File: src/rtl/led_fader.sv
// PWM LED driver that fades linearly between 0 and a runtime maximum
// whenever the blinker's binary LED level changes.
module led_fader #(
  parameter int CLK_FREQ_KHz = 50000,
  parameter int PWM_FREQ_Hz  = 1000,
  parameter int FADE_MS      = 250,
  parameter int BRIGHT_BITS  = 8
) (
  input  logic                   clk,
  input  logic                   rst,
  input  logic                   led_in,
  input  logic [BRIGHT_BITS-1:0] max_level,
  output logic                   pwm_out,
  output logic [BRIGHT_BITS-1:0] level,
  output logic                   busy
);

  function automatic int clog2(input longint value);
    longint v;
    int     r;
    v = value - 1;
    r = 0;
    while (v > 0) begin
      r = r + 1;
      v = v >> 1;
    end
    return r;
  endfunction

  localparam longint LEVELS   = longint'(1) << BRIGHT_BITS;
  localparam longint PRE_RAW  = (longint'(CLK_FREQ_KHz) * 1000) / (longint'(PWM_FREQ_Hz) * LEVELS);
  localparam longint STEP_RAW = (longint'(CLK_FREQ_KHz) * longint'(FADE_MS)) / (LEVELS - 1);
  localparam int     PRESCALE    = (PRE_RAW < 1) ? 1 : int'(PRE_RAW);
  localparam int     STEP_CYCLES = (STEP_RAW < 1) ? 1 : int'(STEP_RAW);
  localparam int     PRE_W  = (clog2(longint'(PRESCALE)) < 1) ? 1 : clog2(longint'(PRESCALE));
  localparam int     STEP_W = (clog2(longint'(STEP_CYCLES)) < 1) ? 1 : clog2(longint'(STEP_CYCLES));

  localparam logic [PRE_W-1:0]       PRE_LAST  = PRE_W'(PRESCALE - 1);
  localparam logic [STEP_W-1:0]      STEP_LAST = STEP_W'(STEP_CYCLES - 1);
  localparam logic [BRIGHT_BITS-1:0] PWM_LAST  = BRIGHT_BITS'(LEVELS - 2);
  localparam logic [BRIGHT_BITS-1:0] LVL_MAX   = {BRIGHT_BITS{1'b1}};

  typedef enum logic [1:0] {
    ST_STEADY    = 2'd0,
    ST_RAMP_UP   = 2'd1,
    ST_RAMP_DOWN = 2'd2
  } state_t;

  function automatic logic [BRIGHT_BITS-1:0] sat_inc(input logic [BRIGHT_BITS-1:0] v);
    return (v == LVL_MAX) ? v : v + BRIGHT_BITS'(1);
  endfunction

  function automatic logic [BRIGHT_BITS-1:0] sat_dec(input logic [BRIGHT_BITS-1:0] v);
    return (v == '0) ? v : v - BRIGHT_BITS'(1);
  endfunction

  state_t                 r_state;
  state_t                 w_state_nxt;
  logic [BRIGHT_BITS-1:0] r_level;
  logic [BRIGHT_BITS-1:0] w_level_nxt;
  logic [STEP_W-1:0]      r_step_cnt;
  logic [STEP_W-1:0]      w_step_nxt;
  logic                   r_busy;
  logic [BRIGHT_BITS-1:0] w_target;
  logic [BRIGHT_BITS-1:0] w_lvl_inc;
  logic [BRIGHT_BITS-1:0] w_lvl_dec;
  logic                   w_step_wrap;

  logic [PRE_W-1:0]       r_pre_cnt;
  logic [BRIGHT_BITS-1:0] r_pwm_cnt;
  logic                   r_pwm_out;
  logic                   w_pwm_tick;

  // Ramp control: decide next state, step counter and level
  always_comb begin
    w_target    = led_in ? max_level : '0;
    w_lvl_inc   = sat_inc(r_level);
    w_lvl_dec   = sat_dec(r_level);
    w_step_wrap = (r_step_cnt == STEP_LAST);
    w_state_nxt = r_state;
    w_level_nxt = r_level;
    w_step_nxt  = '0;
    case (r_state)
      ST_STEADY: begin
        if (r_level < w_target) begin
          w_state_nxt = ST_RAMP_UP;
        end else if (r_level > w_target) begin
          w_state_nxt = ST_RAMP_DOWN;
        end
      end
      ST_RAMP_UP: begin
        if (r_level == w_target) begin
          w_state_nxt = ST_STEADY;
        end else if (r_level > w_target) begin
          w_state_nxt = ST_RAMP_DOWN;
        end else if (w_step_wrap) begin
          w_level_nxt = w_lvl_inc;
          if (w_lvl_inc == w_target) begin
            w_state_nxt = ST_STEADY;
          end
        end else begin
          w_step_nxt = r_step_cnt + STEP_W'(1);
        end
      end
      ST_RAMP_DOWN: begin
        if (r_level == w_target) begin
          w_state_nxt = ST_STEADY;
        end else if (r_level < w_target) begin
          w_state_nxt = ST_RAMP_UP;
        end else if (w_step_wrap) begin
          w_level_nxt = w_lvl_dec;
          if (w_lvl_dec == w_target) begin
            w_state_nxt = ST_STEADY;
          end
        end else begin
          w_step_nxt = r_step_cnt + STEP_W'(1);
        end
      end
      default: begin
        w_state_nxt = ST_STEADY;
      end
    endcase
  end

  always_ff @(posedge clk) begin
    if (rst) begin
      r_state    <= ST_STEADY;
      r_level    <= '0;
      r_step_cnt <= '0;
      r_busy     <= 1'b0;
    end else begin
      r_state    <= w_state_nxt;
      r_level    <= w_level_nxt;
      r_step_cnt <= w_step_nxt;
      r_busy     <= (w_state_nxt != ST_STEADY);
    end
  end

  // PWM stage: free-running prescaler and frame counter, registered compare
  assign w_pwm_tick = (r_pre_cnt == PRE_LAST);

  always_ff @(posedge clk) begin
    if (rst) begin
      r_pre_cnt <= '0;
      r_pwm_cnt <= '0;
      r_pwm_out <= 1'b0;
    end else begin
      r_pre_cnt <= w_pwm_tick ? '0 : r_pre_cnt + PRE_W'(1);
      if (w_pwm_tick) begin
        r_pwm_cnt <= (r_pwm_cnt == PWM_LAST) ? '0 : r_pwm_cnt + BRIGHT_BITS'(1);
      end
      r_pwm_out <= (r_pwm_cnt < r_level);
    end
  end

  assign pwm_out = r_pwm_out;
  assign level   = r_level;
  assign busy    = r_busy;

endmodule
File: config.mk
export PLATFORM = sky130hd
export DESIGN_NAME = led_fader
export DESIGN_NICKNAME = d
export VERILOG_FILES = /design/src/rtl/led_fader.sv
export SDC_FILE = /design/constraint.sdc
export NUM_CORES = 1
export LEC_CHECK = 0
export ABC_AREA = 1
export CELL_PAD_IN_SITES_DETAIL_PLACEMENT = 0
export CELL_PAD_IN_SITES_GLOBAL_PLACEMENT = 1
export CORE_MARGIN = 2
export CORE_UTILIZATION = 46
export DETAILED_ROUTE_END_ITERATION = 6
export DONT_BUFFER_PORTS = 1
export HOLD_SLACK_MARGIN = 0.02
export PLACE_DENSITY_LB_ADDON = 0.1
export SYNTH_ARGS = -nofsm -noshare
export SYNTH_HDL_FRONTEND = slang
export SYNTH_SLANG_ARGS = --single-unit
File: constraint.sdc
create_clock -name clk -period 3 [get_ports clk]
set_clock_uncertainty 0.2 [all_clocks]
set_input_delay 0.6 -clock clk [delete_from_list [all_inputs] [get_ports clk]]
set_output_delay 0.6 -clock clk [all_outputs]
set_load 0.1 [all_outputs]
==> metrics.md <==
| Metric | Value |
|---|---|
| Routability cong. | `0.884` |
| Antenna Nets Post-Route | `0` |
| Crit Path Class | `flip-flop to flip-flop` |
| Final worst slack | `352 ps` |
| Via count | `3173` |
| Pin count of the biggest net entering global routing | `15` |
| Core ar. | `0.00718 sq mm` |
| Crit. End Element | `flip-flop` |
| CP Max Fanout | `12` |
| Most frequent cells in the layout | `129 x nand2_1, 60 x inv_1, 56 x nor2_1` |
| Layout cells sized above 1 | `10.9%` |
| Initial core utilization | `46.9%` |
| Filler cell count in the final layout | `745` |
| Status | `completed` |
| Die area | `0.00802 sq mm` |
| Final setup vio count | `0` |
| First DRT Iteration DRCs | `207` |
| Routed length per instance | `13.1 microns` |
| Ant. Diodes | `0` |
| Final Critical Period | `2650 ps` |
| Post-Synthesis Cell Area | `0.00337 sq mm` |
| Worst vdd ir | `0.196 mV` |
| Root Driver | `clkbuf_8` |
| Synth Net Count | `547` |
| Drt first pass iters | `6` |
| Flops & latches, synth | `44` |
| R2R cell count | `9` |
| Die X-Extent | `89.6 microns` |
| Synth unique cells | `46` |
| Met2 usage | `33.4%` |
| Leak Pwr | `1.72 nW` |
| Rel. slew slack | `37.4%` |
| Hold Crit Class | `input pin to flip-flop` |
| Sequential fraction of the synthesis area | `26.2%` |
| Most common cell after layout, fill and taps aside | `nand2_1` |
| Final-stage net count | `561` |
| GRT overflow | `0` |
| Longest Clk Path Bufs | `2` |
| Port Buffers | `0` |
| Worst Max-Slew Pin Slew | `937 ps` |
| Top FF cell, synth | `dfxtp_1` |
| Via density | `5.10` |
| Post-CTS setup buffer count | `0` |
| CTS Sinks | `44` |
| FFs w/ async S/R, synth | `0%` |
| Drt drc | `0` |
| Post-synth EDFFs | `0` |
| Initial antenna violation count | `0` |
| H-tree Lvls | `2` |
| Final Slew Violations | `0` |
| Clk Latency, worst-skew pair | `300 ps` |
| Setup TNS | `0 ps` |
| Total CTS buffers | `5` |
| Reg2Reg Setup Slack | `350 ps` |
| Hold violation count in the final report | `0` |
| Period utilisation layout | `88.3%` |
| Vias in the first global route | `2779` |
| Reg2reg end | `level[3]` |
| Io pins | `21` |
| First-pass GRT wire length | `13300 microns` |
| Cell row count | `31` |
| Crit path to | `level[3]` |
| Clock slew at reported path FFs | `90 ps` |
| Total power | `1.23 mW` |
| Post-DP HPWL | `6580 microns` |
| R2R Path Start | `level[6]` |
| Synthesized instance count | `508` |
| DP Worst Slack | `121 ps` |
| Avg Synthesized Cell Area | `6.63 sq um` |
| Max cap viols | `0` |
| Most Crowded Layer GR | `met2` |
| Cts repair resizes | `0` |
| CTS tree | `built` |
| Fmax achieved | `378 MHz` |
| Arrival @ worst endpoint | `2670 ps` |
| Final Util | `51.2%` |
| P&R area growth vs syn | `9.07%` |
| Power density cells | `335 mW/mm^2` |
| Worst endpoint required time | `3020 ps` |
| Ys Warns | `0` |
| RSZ-0062 raised after global routing | `false` |
| GR Util met3 | `3.60%` |
| Drt total wl | `8130 microns` |
| CP startpoint | `level[6]` |
| GRT Total Usage | `21.4%` |
| Die Span Y | `89.6 microns` |
| Met1 GRT Util | `31.0%` |
| Startpoint Class | `flip-flop` |
| Hold-fix buffers, CTS | `0` |
## worst max-delay path, stage by stage, from the launching register on
cell and delay, ps:
dfxtp_1 430, ha_1 330, nand2_1 120, nor4_4 410, nor2_1 140, nand2_1 90
o21ai_1 70, nor2_2 390, inv_1 160, a211oi_1 230
## report_power, final
group / switching, mW / internal [mW] / total [mW]
clock network: 0.219 / 0.273 / 0.492
registers: 0.0293 / 0.594 / 0.623
logic: 0.0777 / 0.0392 / 0.117
total: 0.326 / 0.906 / 1.23
## sequential cells by signal, summed over array words and instances (netlist names)
register and count:
busy 1, level 8, pwm_out 1, r_pre_cnt 8, r_pwm_cnt 8, r_state 2, r_step_cnt 16
## synthesized netlist by cell type, drive strengths merged (2+ instances only)
cell type	n	area, sq um
nand2	139	562
nor2	66	307
inv	65	246
nand3	50	270
dfxtp	44	881
ha	28	350
o21ai	22	114
a21oi	17	85.1
nor3	11	55.1
xor2	11	96.3
nand4	8	50.1
a31oi	6	37.5
buf	5	42.5
nor3b	5	37.5
nor4	5	52.6
a211oi	4	30.0
clkbuf	3	11.3
and2	2	13.8
and3	2	12.5
o211ai	2	15.0
o21bai	2	15.0
xnor2	2	17.5
## routing by layer
| metal | part of all wire, % | vias up |
|---|---|---|
| met4 | 0.74 | 0 |
| met5 | 0 | - |
| li1 | - | 1685 |
| met1 | 52 | 1429 |
| met2 | 44 | 53 |
| met3 | 3.7 | 6 |
## through the flow
step                hold WS, ps  std cells  cell area [sq um]
floorplan                   223        508               3370
global placement            240        614               3550
detailed placement          253        614               3550
CTS                         162        622               3670
global route                154        622               3670
finish                      170        622               3670
## logic make-up after synthesis
group	Yosys count	synth area share [%]
fa+ha+maj	28	10.4
flops	44	26.2
xor+xnor	13	3.38
simple gates	290	40.8
compound gates	59	10.2
buf+inv	74	9.03
## worst min-delay path by stage
stage | slack, ps | cells past startpoint | startpoint | to
6_report | 170 | 1 | rst | level[6]
5_1_grt | 150 | 1 | rst | level[6]
4_1_cts | 160 | 1 | rst | level[3]
3_5_place_dp | 250 | 1 | r_pre_cnt[7] | r_pre_cnt[7]
3_3_place_gp | 240 | 1 | r_pre_cnt[7] | r_pre_cnt[7]
2_1_floorplan | 220 | 1 | r_pre_cnt[7] | r_pre_cnt[7]
## layout make-up
type	instances	area [sq um]	area share (%)
well taps	99	124	3.37
multi-input cells	390	2180	59.4
clock buffers	6	82.6	2.25
clock inverters	2	38.8	1.06
repair buffers	15	113	3.07
flip-flops and latches	44	882	24.0
inverters	66	250	6.81
No activity file was read; power rests on OpenSTA's default activity.
